==> src/rtl/i2c_sensor_slave_if.sv <==
// I2C pad-side bus signals for the sensor target: synchronous-free pad inputs and the
// open-drain SDA pull-down enable.
interface i2c_sensor_slave_if;
    logic scl_in;
    logic sda_in;
    logic sda_oe;

    modport master (output scl_in, output sda_in, input sda_oe);
    modport slave  (input scl_in, input sda_in, output sda_oe);
endinterface

==> src/rtl/i2c_sensor_slave.sv <==
// I2C target serving a 3-register sensor map (humidity, temperature, device ID) with a
// writable register pointer, auto-incrementing reads and per-transaction shadow snapshot.
module i2c_sensor_slave #(
    parameter logic [6:0] SLAVE_ADDR = 7'h40,
    parameter logic [7:0] DEV_ID     = 8'hA5
) (
    input  logic                      clk,
    input  logic                      rst_n,
    i2c_sensor_slave_if.slave         bus,
    input  logic [7:0]                humidity,
    input  logic [7:0]                temperature,
    output logic                      busy,
    output logic                      addr_hit,
    output logic                      rd_done
);

    typedef enum logic [3:0] {
        IDLE, ADDR, ADDR_ACK, WR_BYTE, WR_ACK, RD_BYTE, RD_ACK, IGNORE, WAIT_STOP
    } state_t;

    state_t      state;
    logic [1:0]  scl_sync, sda_sync;
    logic        scl_q, sda_q;
    logic        scl_s, sda_s;
    logic        scl_rise, scl_fall, start_det, stop_det;
    logic        fall_q;
    logic [2:0]  bit_cnt;
    logic [6:0]  shreg;
    logic [1:0]  pointer;
    logic [7:0]  hum_sh, temp_sh;
    logic [7:0]  rd_data;
    logic        rw_q, phase, wr_first, sda_oe_r;

    assign bus.sda_oe = sda_oe_r;

    always_ff @(posedge clk or negedge rst_n) begin
        if (!rst_n) begin
            scl_sync <= '1;
            sda_sync <= '1;
            scl_q    <= 1'b1;
            sda_q    <= 1'b1;
        end else begin
            scl_sync <= {scl_sync[0], bus.scl_in};
            sda_sync <= {sda_sync[0], bus.sda_in};
            scl_q    <= scl_sync[1];
            sda_q    <= sda_sync[1];
        end
    end

    // START/STOP need SCL high on both the current and previous sample, so SDA
    // activity while SCL is low never decodes as a bus condition.
    always_comb begin
        scl_s     = scl_sync[1];
        sda_s     = sda_sync[1];
        scl_rise  = scl_s & ~scl_q;
        scl_fall  = ~scl_s & scl_q;
        start_det = scl_s & scl_q & sda_q & ~sda_s;
        stop_det  = scl_s & scl_q & ~sda_q & sda_s;
    end

    always_comb begin
        rd_data = 8'hFF;
        case (pointer)
            2'd0:    rd_data = hum_sh;
            2'd1:    rd_data = temp_sh;
            2'd2:    rd_data = DEV_ID;
            default: rd_data = 8'hFF;
        endcase
    end

    always_ff @(posedge clk or negedge rst_n) begin
        if (!rst_n) begin
            state    <= IDLE;
            fall_q   <= 1'b0;
            bit_cnt  <= '0;
            shreg    <= '0;
            pointer  <= '0;
            hum_sh   <= '0;
            temp_sh  <= '0;
            rw_q     <= 1'b0;
            phase    <= 1'b0;
            wr_first <= 1'b0;
            sda_oe_r <= 1'b0;
            busy     <= 1'b0;
            addr_hit <= 1'b0;
            rd_done  <= 1'b0;
        end else begin
            addr_hit <= 1'b0;
            rd_done  <= 1'b0;
            fall_q   <= scl_fall;
            if (stop_det) begin
                state    <= IDLE;
                sda_oe_r <= 1'b0;
                busy     <= 1'b0;
            end else if (start_det) begin
                state    <= ADDR;
                bit_cnt  <= '0;
                phase    <= 1'b0;
                sda_oe_r <= 1'b0;
            end else begin
                case (state)
                    IDLE, IGNORE, WAIT_STOP: sda_oe_r <= 1'b0;
                    ADDR: if (scl_rise) begin
                        shreg   <= {shreg[5:0], sda_s};
                        bit_cnt <= bit_cnt + 3'd1;
                        if (bit_cnt == 3'd7) begin
                            if (shreg == SLAVE_ADDR) begin
                                state    <= ADDR_ACK;
                                addr_hit <= 1'b1;
                                busy     <= 1'b1;
                                rw_q     <= sda_s;
                                phase    <= 1'b0;
                            end else begin
                                state <= IGNORE;
                            end
                        end
                    end
                    // phase 0: first SCL fall drives ACK; phase 1: next fall releases it.
                    // Read snapshot is taken as the ACK is driven so the first data bit
                    // can be presented from the shadow registers on the release edge.
                    ADDR_ACK, WR_ACK: if (fall_q) begin
                        if (!phase) begin
                            sda_oe_r <= 1'b1;
                            phase    <= 1'b1;
                            if (state == ADDR_ACK && rw_q) begin
                                hum_sh  <= humidity;
                                temp_sh <= temperature;
                            end
                        end else begin
                            phase   <= 1'b0;
                            bit_cnt <= '0;
                            if (state == ADDR_ACK && rw_q) begin
                                state    <= RD_BYTE;
                                sda_oe_r <= ~rd_data[7];
                            end else begin
                                state    <= WR_BYTE;
                                sda_oe_r <= 1'b0;
                                if (state == ADDR_ACK)
                                    wr_first <= 1'b1;
                            end
                        end
                    end
                    WR_BYTE: if (scl_rise) begin
                        shreg   <= {shreg[5:0], sda_s};
                        bit_cnt <= bit_cnt + 3'd1;
                        if (bit_cnt == 3'd7) begin
                            if (wr_first)
                                pointer <= {shreg[0], sda_s};
                            wr_first <= 1'b0;
                            phase    <= 1'b0;
                            state    <= WR_ACK;
                        end
                    end
                    RD_BYTE: begin
                        if (scl_rise) begin
                            bit_cnt <= bit_cnt + 3'd1;
                            if (bit_cnt == 3'd7)
                                phase <= 1'b1;
                        end else if (fall_q) begin
                            if (phase) begin
                                sda_oe_r <= 1'b0;
                                phase    <= 1'b0;
                                bit_cnt  <= '0;
                                state    <= RD_ACK;
                            end else begin
                                sda_oe_r <= ~rd_data[3'd7 - bit_cnt];
                            end
                        end
                    end
                    RD_ACK: begin
                        if (scl_rise) begin
                            rd_done <= 1'b1;
                            pointer <= (pointer == 2'd2) ? 2'd0 : pointer + 2'd1;
                            if (sda_s)
                                state <= WAIT_STOP;
                            else
                                phase <= 1'b1;
                        end else if (fall_q && phase) begin
                            phase    <= 1'b0;
                            bit_cnt  <= '0;
                            state    <= RD_BYTE;
                            sda_oe_r <= ~rd_data[7];
                        end
                    end
                    default: begin
                        state    <= IDLE;
                        sda_oe_r <= 1'b0;
                    end
                endcase
            end
        end
    end

endmodule

==> src/flat_wrapper.sv <==
// flat-port wrapper written by rule: the top's interface ports become plain ports
module i2c_sensor_slave_flat 
#(
    parameter logic [6:0] SLAVE_ADDR = 7'h40,
    parameter logic [7:0] DEV_ID     = 8'hA5
)
  (clk, rst_n, humidity, temperature, busy, addr_hit, rd_done, bus_scl_in, bus_sda_in, bus_sda_oe);
  i2c_sensor_slave_if bus_i ();
  input  logic clk;
  input  logic rst_n;
  input  logic [7:0] humidity;
  input  logic [7:0] temperature;
  output logic busy;
  output logic addr_hit;
  output logic rd_done;
  input wire logic [$bits(bus_i.scl_in)-1:0] bus_scl_in;
  input wire logic [$bits(bus_i.sda_in)-1:0] bus_sda_in;
  output wire logic [$bits(bus_i.sda_oe)-1:0] bus_sda_oe;
  assign bus_i.scl_in = bus_scl_in;
  assign bus_i.sda_in = bus_sda_in;
  assign bus_sda_oe = bus_i.sda_oe;
  i2c_sensor_slave #(.SLAVE_ADDR(SLAVE_ADDR), .DEV_ID(DEV_ID)) u_core (.clk(clk), .rst_n(rst_n), .bus(bus_i), .humidity(humidity), .temperature(temperature), .busy(busy), .addr_hit(addr_hit), .rd_done(rd_done));
endmodule
==> config.mk <==
export PLATFORM = sky130hd
export DESIGN_NAME = i2c_sensor_slave_flat
export DESIGN_NICKNAME = d
export VERILOG_FILES = /design/src/rtl/i2c_sensor_slave_if.sv /design/src/rtl/i2c_sensor_slave.sv /design/src/flat_wrapper.sv
export SDC_FILE = /design/constraint.sdc
export NUM_CORES = 1
export LEC_CHECK = 0
export BUFFER_PORTS_ARGS = -buffer_cell sky130_fd_sc_hd__buf_2
export CORE_MARGIN = 5
export CORE_UTILIZATION = 29
export CTS_BUF_LIST = sky130_fd_sc_hd__clkbuf_8
export DETAILED_ROUTE_END_ITERATION = 6
export PLACE_DENSITY = 0.51
export SYNTH_ARGS = -nofsm -noshare
export SYNTH_HDL_FRONTEND = slang
export SYNTH_SLANG_ARGS = --single-unit
==> constraint.sdc <==
create_clock -name clk -period 2.2 [get_ports clk]
set_input_delay 0.33 -clock clk [delete_from_list [all_inputs] [get_ports clk]]
set_output_delay 0.33 -clock clk [all_outputs]
set_load 0.01 [all_outputs]
## After elaboration in Yosys (flattened, before gate mapping)

Cells that the tools add are included.

- $add $sub $neg: 3
- Magnitude comparators: 1
- Equality and inequality tests: 49
- Multiplexer cells: 81
- Bitwise operators: 16
- Reduce and logical (&&, ||, !) cells: 25

Operator list:

| cell | number |
|---|---|
| 4-bit two-way mux | 14 |
| 1-bit two-way mux | 45 |
| 4-bit by 1-bit != test with 1-bit output, second input constant | 11 |
| 3-bit by 1-bit != test with 1-bit output, second input constant | 10 |
| 3-bit two-way mux | 9 |
| 4-bit one-hot mux with 6 select lines | 1 |
| 8-bit one-hot mux with 3 select lines | 1 |
| 12-bit AND reduction | 2 |
| 6-bit AND reduction | 3 |
| 4-bit by 3-bit equality test with 1-bit output, second input constant | 4 |
| 4-bit != test, second input constant | 4 |
| 2-bit by 1-bit != test with 1-bit output, second input constant | 7 |
| 3-bit one-hot mux with 4 select lines | 1 |
| 2-bit nonzero test | 6 |
| 2-bit two-way mux | 5 |
| 5-bit AND reduction | 2 |
| 1-bit inverter | 9 |
| 9-bit AND reduction | 1 |
| 4-bit by 2-bit equality test with 1-bit output, second input constant | 2 |
| 1-bit bitwise AND | 7 |
| 7-bit equality test, second input constant | 1 |
| 7-bit AND reduction | 1 |
| 6-bit nonzero test | 1 |
| 5-bit by 1-bit != test with 1-bit output, second input constant | 1 |
| other kinds (24) | 27 |

- Register bits after elaboration: 46
- Bits of input ports: 20
- Logic and storage cells: 193

## Longest topological paths before layout

- Word-level depth: 11
- Depth in mapped cells: 7
- Depth with buffers taken out: 7

## Least setup slack after synthesis

OpenSTA, ideal clock, no wires.

- Path kind: reg2reg
- Start point: reg u_core.state[1]
- End point: reg u_core.hum_sh[0]
- Arrival: 2.233 ns
- Required time: 2.075 ns
- Slack: -0.158 ns
- Stages on the path, launching flop included: 7
- Path buffers: 1
- Path through: dfrtp_1 xnor2_1 or3_4 or3_4 nor4_4 buf_6 mux2_2

- Longest elaborated chain between the ends: 3
- Elaborated cells on any way between the ends: 5

RTL lines:

| element | line | text |
|---|---|---|
| start, declared | i2c_sensor_slave.sv:21 | `state_t state;` |
| start signal, assigned | i2c_sensor_slave.sv:73 | `state <= IDLE;` |
| start signal, assigned | i2c_sensor_slave.sv:92 | `state <= IDLE;` |
| start signal, assigned | i2c_sensor_slave.sv:96 | `state <= ADDR;` |
| 4-bit by 3-bit equality test with 1-bit output or 4-bit by 2-bit equality test with 1-bit output (tied branches) | i2c_sensor_slave.sv:101, i2c_sensor_slave.sv:125 |  |
| 2-bit OR reduction or 1-bit logical AND (tied branches) | i2c_sensor_slave.sv:101, i2c_sensor_slave.sv:125 |  |
| 6-bit AND reduction (no source line) * | - |  |
| end signal, assigned | i2c_sensor_slave.sv:126 | `hum_sh <= humidity;` |
| end, declared | i2c_sensor_slave.sv:30 | `logic [7:0] hum_sh, temp_sh;` |

Every way passes the cells marked *; elsewhere a longest branch is shown, timed or not.
A chain may end at the register's enable or synchronous reset.

## Worst setup path in the final report

- Start point: reg u_core.state[2]
- End point: reg u_core.temp_sh[4]

- Longest elaborated chain between the ends: 3
- Elaborated cells on any way between the ends: 5

RTL lines:

| element | line | text |
|---|---|---|
| 4-bit by 3-bit equality test with 1-bit output or 4-bit by 2-bit equality test with 1-bit output (tied branches) | i2c_sensor_slave.sv:101, i2c_sensor_slave.sv:125 |  |
| 2-bit OR reduction or 1-bit logical AND (tied branches) | i2c_sensor_slave.sv:101, i2c_sensor_slave.sv:125 |  |
| 6-bit AND reduction (no source line) * | - |  |
| end signal, assigned | i2c_sensor_slave.sv:127 | `temp_sh <= temperature;` |
| end, declared | i2c_sensor_slave.sv:30 |  |

Marks and branches as above.

==> impl_results.md <==
- Total via count after detailed routing: 1,904
- Initial antenna violation count: 0
- Most frequent standard cell in the layout excluding fill and tap cells: sky130_fd_sc_hd__dfrtp_1
- Netlist area before placement: 2400 um2
- CP delay by family, top: simple AND/OR/NAND/NOR gates
- Area share of the largest cell type after synthesis: 41.7%
- First DRT Iteration DRCs: 148
- Setup-failing EPs final: 0
- Antenna-violating nets left: 0
- Overall power: 2.90 mW
- Number of instances in the synthesized netlist: 222
- EDFF count, synth: 0
- Initial cell density of the core: 29.5%
- Number of search-and-repair iterations in the first detailed-routing pass: 4
- Antenna diode count: 0
- Slew at the pin with the worst max-slew slack: 0.729 ns
- PwrDens: 1010 nW/um2
- Placed inst area: 2770 um2
- Setup repair after global routing missed its margin: true
- Floorplan core area: 8130 um2
- Final core utilization: 35.2%
- Die area: 10,200 um2
- Kind of launch point of the worst setup path: register
- Crit path arrival time: 2.34 ns
- Final RePlAce weighted congestion: 0.960
- I/O Buffers: 23
- GRT Residual Overflow: 0
- Routed vias/inst: 5.16
- Type of element capturing the critical path: register
- Number of cells on the worst reg-to-reg path: 6
- Final Max Slew Viols: 0
- Yosys cell types: 46
- Clock transition at the registers of the reported paths: 0.09 ns
- Final layout net count: 285
- CP peak stage delay: 0.40 ns
- Syn. warnings: 0
- Status: finished clean
- Global-route wire length before repair: 9490 um
- Cell-by-cell trace of the critical path: xnor2_1 -> or3_4 -> or3_4 -> nor4_4 -> buf_12 -> mux2_2
- Sequential-to-total area share from yosys stat: 48.2%
- Crit. path cell count: 6
- FILL cells: 805
- Final clock skew: 0.00579 ns
- Clock Root Buffer: sky130_fd_sc_hd__clkbuf_8
- Area leader, netlist: sky130_fd_sc_hd__dfrtp_1
- Share of post-route cells with drive strength above 1: 34.5%
- Clock net sink count: 46
- Final wirelength: 5670 um
- Net count after synthesis: 244
- Depth of the CTS H-tree: 2
- Sum of buffers and inverters on the critical path: 1
- Async set-reset flop share out of synthesis: 100%
- Post-cts hold buffer count: 0
- Req. time, crit path: 2.39 ns
- Critical Path Most Common Cell: sky130_fd_sc_hd__or3_4
- Synth-to-Final Area Change: 19.2%
- Post-route cell area: 2860 um2
- Classification of the worst-slack hold path: in2async
- Number of standard-cell rows in the floorplan: 33
- CP Max Fanout: 16
- Maximum operating frequency: 0.465 GHz
- Number of post-CTS setup repair buffers: 0
- Latest clock arrival within the worst-skew pair: 0.30 ns
- Startpoint of the lowest-slack register-to-register path: u_core.state[2]
- Category of the critical setup timing path: reg2reg
- Largest vdd supply drop: 0.438 mV
- GRT Overall Usage: 11.8%
- Height of the die: 101 um
- Fin Setup TNS: 0 ns
- Worst rel slew slack: 51.4%
- Vias in the first global route: 1,913
- CP max stage cell: sky130_fd_sc_hd__dfrtp_1
- Top post-synthesis cells by area: sky130_fd_sc_hd__dfrtp_1, sky130_fd_sc_hd__mux2_2, sky130_fd_sc_hd__dfstp_2
- Avg WL per Cell: 15.4 um
- Boundary Pins: 24
- FF+latch count, synth: 46
- Hpwl dp: 4230 um
- Flop-to-flop setup slack: 0.05 ns
- Predominant post-synthesis flop cell: sky130_fd_sc_hd__dfrtp_1
- Die extent in x: 101 um
- Tmin final: 2.15 ns
- Leading cell types in the layout, fill and taps excluded: sky130_fd_sc_hd__dfrtp_1, sky130_fd_sc_hd__mux2_2, sky130_fd_sc_hd__buf_2, sky130_fd_sc_hd__buf_4, sky130_fd_sc_hd__o21ai_0
- # resized after CTS: 0
- TritonCTS clock tree: built
- Leakage Power: 1.32 nW
- Synthesized area divided by synthesized cell count: 10.8 um2
- Share of the cycle needed by the critical path after routing: 97.8%
- RR Endpoint: u_core.temp_sh[4]
- Maximum root-to-sink buffer count: 2
- Final hold violations: 0
- Count of maximum capacitance violations: 0
- Cts bufs inserted: 5
- Pin count of the biggest net entering global routing: 35
- WHS: 0.0789 ns
- Detailed-route DRC error count: 0
==> synthesized netlist by cell type, drive strengths merged, types with 2 or more instances <==
cell,instances
a211oi,2
a21o,3
a21oi,9
a221oi,3
a22o,4
a22oi,2
a31oi,3
and3,4
and3b,2
clkbuf,9
dfrtp,40
dfstp,6
ha,2
inv,6
mux2,30
mux2i,4
nand2,12
nand2b,2
nand3,6
nand4,2
nand4b,3
nor2,11
nor2b,8
nor3,7
nor3b,2
o2111ai,2
o21ai,17
o31a,2
or3,3
==> worst register-to-register path, cell delays in order, from the launching register on <==
cell                      delay (ns)
sky130_fd_sc_hd__dfrtp_1        0.40
sky130_fd_sc_hd__xnor2_1        0.14
sky130_fd_sc_hd__or3_4          0.36
sky130_fd_sc_hd__or3_4          0.40
sky130_fd_sc_hd__nor4_4         0.20
sky130_fd_sc_hd__buf_12         0.20
sky130_fd_sc_hd__mux2_2         0.34
==> flip-flops by register name, summed over array words and instances, names as in the netlist, 2 cells and up <==
| name | cells |
|---|---|
| u_core.temp_sh | 8 |
| u_core.state | 4 |
| u_core.pointer | 2 |
| u_core.scl_sync | 2 |
| u_core.sda_sync | 2 |
| u_core.bit_cnt | 3 |
| u_core.shreg | 7 |
| u_core.hum_sh | 8 |
==> kinds of logic (layout without fill, tap and decap cells) <==
family	after synthesis	in the layout	synth area share (%)
compound gates	57	57	15.8
xor+xnor	2	2	0.729
fa+ha+maj	2	2	1.04
buf+inv	16	58	2.81
flops	46	46	48.2
mux	34	34	15.7
simple gates	65	65	15.6
==> area by class of cell <==
class,count,area [um2],area share [%]
multi-input cells,160,1180,41.2
flip-flops and latches,46,1160,40.5
inverters,6,22.5,0.786
repair buffers,44,285,9.96
clock buffers,5,68.8,2.40
clock inverters,3,17.5,0.612
well taps,105,131,4.59
==> worst max-delay path by stage <==
| stage | from | to | slack (ns) |
|---|---|---|---|
| floorplan | u_core.state[1] | u_core.hum_sh[0] | -0.04 |
| global placement | u_core.state[2] | u_core.hum_sh[3] | 0.08 |
| detailed placement | u_core.state[2] | u_core.temp_sh[4] | 0.05 |
| CTS | u_core.state[2] | u_core.temp_sh[4] | 0.04 |
| global route | u_core.state[2] | u_core.temp_sh[4] | -0.04 |
| finish | u_core.state[2] | u_core.temp_sh[4] | 0.05 |
==> per-stage QoR <==
stage,std cells,setup slack (ns)
final,369,0.0493
after global routing,369,-0.0386
after CTS,369,0.0402
after detailed placement,361,0.0527
after global placement,361,0.0828
after floorplan,222,-0.0408
==> power by group <==
group          internal [mW]  switching (mW)
registers              0.986           0.137
clock network          0.220           0.293
logic                  0.611           0.656
==> metal layers <==
metal  up-vias  part of all wire [%]  track usage, %
li1        911                     -               -
met1       902                    45            16.3
met2        74                    45            17.4
met3        17                   6.6            2.35
met4         0                   3.2            5.93
met5         -                     0               0
Note: power is estimated with default switching activity, not from simulation.
